==> src/rtl/calc_sequencer.sv <==
// Operand-load / add / display sequencer driving an external 3-bit adder.
// Operands A and B are loaded from the switches. A go strobe latches the adder sum.
// The sum is then shown for a fixed number of slow ticks before the block returns to idle.
module calc_sequencer #(
    parameter int unsigned SHOW_TICKS    = 8,
    parameter int unsigned TIMEOUT_TICKS = 16
) (
    input  logic       clk,
    input  logic       reset,
    input  logic       btn_a,
    input  logic       btn_b,
    input  logic       btn_go,
    input  logic       btn_clr,
    input  logic [2:0] sw_val,
    input  logic       tick,
    input  logic [3:0] sum_in,
    output logic [2:0] op_a,
    output logic [2:0] op_b,
    output logic [3:0] result,
    output logic       result_valid,
    output logic       busy,
    output logic [7:0] led
);

    localparam int unsigned CNT_MAX = (SHOW_TICKS > TIMEOUT_TICKS) ? SHOW_TICKS : TIMEOUT_TICKS;
    localparam int unsigned CW      = $clog2(CNT_MAX + 1);

    typedef enum logic [2:0] {
        IDLE   = 3'd0,
        HAVE_A = 3'd1,
        READY  = 3'd2,
        CALC   = 3'd3,
        SHOW   = 3'd4
    } state_t;

    state_t        state;
    logic [CW-1:0] cnt;
    logic          blink;

    logic do_clr;
    logic do_go;
    logic do_a;
    logic do_b;
    logic timeout_last;
    logic show_last;

    // Resolve simultaneous strobes: clr > go > a > b
    assign do_clr = btn_clr;
    assign do_go  = btn_go & ~btn_clr;
    assign do_a   = btn_a & ~btn_go & ~btn_clr;
    assign do_b   = btn_b & ~btn_a & ~btn_go & ~btn_clr;

    // The shared tick counter is cleared on every state entry that uses it
    assign timeout_last = (cnt == CW'(TIMEOUT_TICKS - 1));
    assign show_last    = (cnt == CW'(SHOW_TICKS - 1));

    // Sequencer state, operands, result and tick counter
    always_ff @(posedge clk or posedge reset) begin
        if (reset) begin
            state        <= IDLE;
            op_a         <= '0;
            op_b         <= '0;
            result       <= '0;
            result_valid <= 1'b0;
            cnt          <= '0;
            blink        <= 1'b0;
        end else if (do_clr) begin
            state        <= IDLE;
            op_a         <= '0;
            op_b         <= '0;
            result       <= '0;
            result_valid <= 1'b0;
            cnt          <= '0;
            blink        <= 1'b0;
        end else begin
            case (state)
                IDLE: begin
                    if (do_a) begin
                        op_a         <= sw_val;
                        result       <= '0;
                        result_valid <= 1'b0;
                        cnt          <= '0;
                        state        <= HAVE_A;
                    end
                end
                HAVE_A: begin
                    if (do_a) begin
                        op_a <= sw_val;
                        cnt  <= '0;
                    end else if (do_b) begin
                        op_b  <= sw_val;
                        cnt   <= '0;
                        state <= READY;
                    end else if (tick) begin
                        if (timeout_last) begin
                            op_a  <= '0;
                            cnt   <= '0;
                            state <= IDLE;
                        end else begin
                            cnt <= cnt + CW'(1);
                        end
                    end
                end
                READY: begin
                    if (do_go) begin
                        state <= CALC;
                    end else if (do_a) begin
                        op_a <= sw_val;
                    end else if (do_b) begin
                        op_b <= sw_val;
                    end
                end
                CALC: begin
                    result       <= sum_in;
                    result_valid <= 1'b1;
                    cnt          <= '0;
                    blink        <= 1'b1;
                    state        <= SHOW;
                end
                SHOW: begin
                    if (tick) begin
                        if (show_last) begin
                            cnt   <= '0;
                            blink <= 1'b0;
                            state <= IDLE;
                        end else begin
                            cnt   <= cnt + CW'(1);
                            blink <= ~blink;
                        end
                    end
                end
                default: begin
                    state <= IDLE;
                end
            endcase
        end
    end

    // Status outputs decoded from registered state only
    always_comb begin
        busy = 1'b0;
        led  = {2'b00, op_a, op_b};
        case (state)
            CALC: begin
                busy = 1'b1;
                led  = 8'h00;
            end
            SHOW: begin
                busy = 1'b1;
                led  = {blink, 3'b000, result};
            end
            default: begin
                busy = 1'b0;
                led  = {2'b00, op_a, op_b};
            end
        endcase
    end

endmodule
==> config.mk <==
export PLATFORM = sky130hd
export DESIGN_NAME = calc_sequencer
export DESIGN_NICKNAME = d
export VERILOG_FILES = /design/src/rtl/calc_sequencer.sv
export SDC_FILE = /design/constraint.sdc
export NUM_CORES = 1
export LEC_CHECK = 0
export CAP_MARGIN = 5
export CORE_UTILIZATION = 30
export CTS_BUF_LIST = sky130_fd_sc_hd__clkbuf_16
export DETAILED_ROUTE_END_ITERATION = 7
export GPL_TIMING_DRIVEN = 0
export PLACE_DENSITY = 0.64
export REMOVE_ABC_BUFFERS = 1
export SLEW_MARGIN = 20
export SYNTH_ARGS = -nofsm -noshare
export SYNTH_HDL_FRONTEND = slang
export SYNTH_SLANG_ARGS = --single-unit
export TNS_END_PERCENT = 20
==> constraint.sdc <==
create_clock -name clk -period 2.5 [get_ports clk]
set_input_delay 0.25 -clock clk [delete_from_list [all_inputs] [get_ports clk]]
set_output_delay 0.25 -clock clk [all_outputs]
set_load 0.02 [all_outputs]
---- After elaboration in Yosys (flattened, before gate mapping) ----
Cells that the tools add are included.
word-level totals
  register bits ........................... 20
  bits in latches ......................... 0
  RAM bits ................................ 0
  ROM bits ................................ 0
  bits of input ports ..................... 14
  output and inout port bits .............. 20
  word-level logic and storage cells ...... 91
  memories ................................ 0
cells by class
  $add $sub $neg .......................... 1
  $mul .................................... 0
  div/mod/pow operators ................... 0
  order comparisons ....................... 0
  equality and inequality tests ........... 18
  shift operators ......................... 0
  multiplexer cells ....................... 42
  bitwise operators ....................... 10
  reductions and logical operators ........ 13
operators by type and width
  kind                   number
  $mux W3                18
  $mux W5                8
  $ne A4 B4 Y1 const B   5
  $pmux W5 S4            1
  $ne A3 B3 Y1 const B   6
  $pmux W8 S2            1
  $pmux W3 S5            1
  $pmux W3 S3            1
  $reduce_bool A3 Y1     3
  $mux W4                2
  $pmux W4 S2            1
  $reduce_and A7 Y1      1
  $and A1 B1 Y1          6
  $eq A3 B2 Y1 const B   2
  $mux W1                6
  $pmux W3 S2            1
  $reduce_and A2 Y1      3
  $add A5 B1 Y5 const B  1
  $eq A5 B3 Y1 const B   1
  $eq A5 B4 Y1 const B   1
  $ne A5 B5 Y1 const B   1
  $reduce_and A5 Y1      1
  $reduce_bool A5 Y1     1
  $not A1 Y1             4
  other kinds (7)        8

---- Depth between registers and ports, before layout ----
Gate-level depths: netlist (run 1).
  word-level depth ........................ 9
  gate-level depth with buffers ........... 8

---- Worst setup path before layout (run 1) ----
No wires, ideal clock.
  path type ............................... reg2reg
  start ................................... register cnt[0]
  end ..................................... register cnt[2]
  library setup time ...................... 78 ps
  arrival ................................. 1678 ps
  slack ................................... 744 ps
  cell stages (with the launch flop) ...... 8
  cells stage by stage .................... dfrtp_1 ha_1 nand3_1 inv_1 ha_1 nand4b_1 a2111oi_0 o2bb2ai_1
between the ends
  word-level cells in the longest chain between the ends .. 7
  elaborated cells between the ends (all ways) .. 11
  classes of those cells .................. add/sub (1); eq/ne (2); mux (8)
ends and longest elaborated chain
  element                                        RTL line      source
  start: declaration                             37            logic [CW-1:0] cnt;
  start signal: assignment                       100           cnt <= cnt + CW'(1);
  start signal: assignment                       127           cnt <= cnt + CW'(1);
  $add A5 B1 Y5 or $eq A5 B4 Y1 (tied branches)  100, 127, 54
  $mux W5                                        95            if (timeout_last) begin
  $mux W5                                        94            end else if (tick) begin
  $mux W5                                        90            end else if (do_b) begin
  $mux W5                                        87            if (do_a) begin
  $pmux W5 S4 *                                  76            case (state)
  $mux W5 *                                      67            end else if (do_clr) begin
Every way passes the cells marked *; elsewhere a longest branch is shown, timed or not. The select of a mux whose other input is x is not followed.
A chain may end at the register's enable or synchronous reset.

---- Worst setup path in the final report (run 1) ----
  start ................................... register state[2]
  end ..................................... output port led[2]
between the ends
  word-level cells in the longest chain between the ends .. 2
  elaborated cells between the ends (all ways) .. 3
  classes of those cells .................. eq/ne (2); mux (1)
ends and longest elaborated chain
  element                                       RTL line  source
  start: declaration                            36        state_t state;
  start signal: assignment                      60        state <= IDLE;
  start signal: assignment                      68        state <= IDLE;
  start signal: assignment                      83        state <= HAVE_A;
  $eq A3 B3 Y1 or $eq A3 B2 Y1 (tied branches)  143       case (state)
  $pmux W8 S2 *                                 143
  end: declaration                              22        output logic [7:0] led
Every way passes the cells marked *; elsewhere a longest branch is shown, timed or not.

==> impl_metrics.csv, run 1 <==
group,metric,value,unit
timing,finalCritPeriodShare,96.1,%
clocking,clock_path_buffers,2,
timing,setup_ws,0.0975,ns
synth,synth_xor_area_share,1.32,%
placement,dp.final_hpwl,2350,um
clocking,cts_sinks,20,
clocking,cts_htree_levels,1,
floorplanning,die_h,68.4,um
pwr,total_power,0.00103,W
detailed_routing,viasPerCell,5.17,
timing,period_needed,2.40,ns
timing,relSlewSlack,43.2,%
pwr,switchingPower,0.000268,W
grt,grt-ovfl-total,0,
synth,avgSynthCellArea,9.38,um^2
clocking,cts_buffers,3,
clocking,cts_root_buf,"clkbuf_16",
pwr,internal_power,0.000765,W
hold_path,hold_path_class,"in -> async",
placement,dp_slack,-0.0526,ns
synth,synth-simple-area-share,26.7,%
detailed_routing,wl,3160,um
synth,async_reset_ff_share,100,%
synth,synthFlopType,"dfrtp_1",
synth,ys_ff_latch,20,
synth,synth_fa_ha_area_share,2.84,%
synth,synth-edff-count,0,
clocking,cts_tree,"done",
synth,yosysSeqAreaShare,37.8,%
final_layout,n_antenna_cell,0,
final_layout,drive_above_1_share,12.1,%
detailed_routing,drc,0,
clocking,clkLatencyLatePin,0.25,ns
critical_path,startpoint_type,"flip-flop",
clocking,clk_pin_slew_worst_paths,0.06,ns
pwr,power_density,573,nW/um^2
grt,grt_pass1_vias,1145,
detailed_routing,dr.pass1.iters,4,
placement,portBuffers,32,
pwr,vdd_drop_max,0.444,mV
floorplanning,io_pins,34,
critical_path,critPathRequiredTime,2.25,ns
synth,synth_warnings,0,
detailed_routing,drtIter0Drc,53,
final_layout,area_growth,36.4,%
floorplanning,placementRows,23,
timing,drv_slew,0,
run_status,status,"complete, no violations",
final_layout,layout_common_cells,"clkdlybuf4s50_1 (31), dfrtp_1 (18), nor2_1 (9), nand2_1 (9), inv_1 (9)",
synth,synth_area,1320,um^2
grt,antenna_found_initial,0,
synth,synth_cell_types,48,
synth,synth_top_family_by_area,"simple AND/OR/NAND/NOR gates",
synth,synthesis.instances,141,
pwr,clkPwrFrac,42.6,%
grt,grt_usage,15.4,%
job,maxCapViolations,0,
timing,whs,0.450,ns
timing,hold_violations,0,
pwr,swShare,26.0,%
floorplanning,dieArea,4680,um^2
critical_path,crit_path_end_kind,"output pin",
critical_path,r2r_setup_slack,0.50,ns
timing,setup_viol,0,
grt,grt_start_max_net_pins,25,
detailed_routing,wire_per_inst,14.2,um
floorplanning,initial_utilization,32.1,%
pwr,seqPwrFrac,35.7,%
floorplanning,coreArea,4120,um^2
timing,fin_worst_skew,0.00242,ns
critical_path,crit_arrival,2.15,ns
critical_path,critPathKind,"reg -> out",
final_layout,nNetsFinal,191,
pwr,p_comb_share,21.7,%
synth,synthMuxAreaShare,3.31,%
timing,rsz0062_at_grt,"false",
timing,worst_slew_pin_slew,0.850,ns
pwr,leakagePower,0.748,nW
floorplanning,die_x,68.4,um
final_layout,final_common_cell,"clkdlybuf4s50_1",
detailed_routing,vias,1152,
detailed_routing,final_antenna_net_count,0,
timing,fmax,416,MHz
placement,gp_congestion,0.866,
synth,synth-compound-area-share,22.1,%
grt,grt_pass1_wl,5360,um
critical_path,crit_fanout,16,
==> layer usage <==
layer	GRT usage (%)	wire, um
met5	0	0
met2	27.3	1580
met4	3.91	19
met3	3.67	138
met1	18.3	1420
==> final cells by class <==
| class | instances | area, um^2 |
|---|---|---|
| Fill cell | 406 | 2310 |
| Multi-Input combinational cell | 105 | 758 |
| Sequential cell | 20 | 503 |
| Timing Repair Buffer | 34 | 338 |
| Clock buffer | 3 | 75.1 |
| Tap cell | 50 | 62.6 |
| Inverter | 10 | 37.5 |
| Clock inverter | 1 | 30.0 |
==> what timing repair did <==
action | 4_1_cts | 5_1_grt
setup buffers | 0 | 2
pin swaps | 0 | 1
resized for setup | 1 | 4
hold buffers | 0 | 0
setup endpoints to repair | 7 | 9
hold endpoints to repair | 0 | 0
==> metrics by stage <==
stage | area, um^2 | util (%) | setup TNS [ns] | cells
2_1_floorplan | 1290 | - | 0 | 135
3_3_place_gp | 1670 | 40.6 | -0.167 | 217
3_5_place_dp | 1670 | 40.6 | -0.184 | 217
4_1_cts | 1780 | 43.1 | 0 | 221
5_1_grt | 1800 | 43.8 | 0 | 223
6_report | 1800 | 43.8 | 0 | 223
==> kinds of logic after synthesis <==
logic type               count (synthesis)
multiplexers                             4
XOR/XNOR                                 2
AND/OR/NAND/NOR                         56
other                                    1
flip-flops                              20
buffers and inverters                   16
AO/OA/AOI/OAI                           39
adder cells (fa/ha/maj)                  3
==> sequential cells by signal (all words and copies together), names as in the netlist <==
register and cells:
cnt 5, result 4, op_a 3, op_b 3, state 3, blink 1
result_valid 1
==> power groups by stage <==
stage / combinational (W) / sequential [W] / clock (W)
finish: 0.000224 / 0.000369 / 0.000440
global route: 0.000248 / 0.000373 / 0.000458
detailed placement: 0.000221 / 0.000375 / 0
global placement: 0.000216 / 0.000372 / 0
floorplan: 0.000127 / 0.000378 / 0
CTS: 0.000222 / 0.000369 / 0.000448
==> cells in the mapped netlist, types with 2 or more instances <==
master	instances	area share, %
mux2_1	2	1.7
a21oi_1	6	2.3
nor3b_4	2	2.8
nor2_1	9	2.6
inv_1	9	2.6
nand2b_1	8	3.8
nor3_1	3	1.1
nor2b_1	4	1.9
xnor2_1	2	1.3
nand2_1	9	2.6
a22o_1	8	5.3
nand3_1	4	1.5
a211oi_1	3	1.7
o31ai_1	3	1.7
o21ai_0	5	1.9
buf_4	3	1.7
dfrtp_1	20	38
a21oi_2	2	1.3
and2_1	3	1.4
ha_1	3	2.8
o2bb2ai_1	2	1.3
a311oi_1	2	1.3
buf_2	2	0.76
nor3b_1	3	1.7
==> worst max-delay path, stage by stage (launching register included) <==
cell,delay [ns]
dfrtp_2,0.52
nor3b_4,0.20
buf_4,0.17
a21oi_4,0.23
a22o_1,0.17
clkdlybuf4s50_1,0.60
==> final timing paths <==
check,startpoint,endpoint,cells after the start
max,state[2],led[2],5
min,reset,op_a[1],2
max reg2reg,cnt[0],cnt[2],7
min reg2reg,result_valid,result_valid,1
max in group asynchronous,reset,state[1],2
min in group clk,result_valid,result_valid,1
Note: power is estimated with default switching activity, not from simulation.
==> inputs of run 2 (changes only) <==
SLEW_MARGIN = not set   (was 20)
==> results of run 2 <==
Final layout, timing and power as in run 1 (identical DEF).
==> inputs of run 3 (changes only) <==
SLEW_MARGIN = 20   (was not set)
==> results of run 3 <==
Final layout, timing and power as in run 1 (identical DEF).
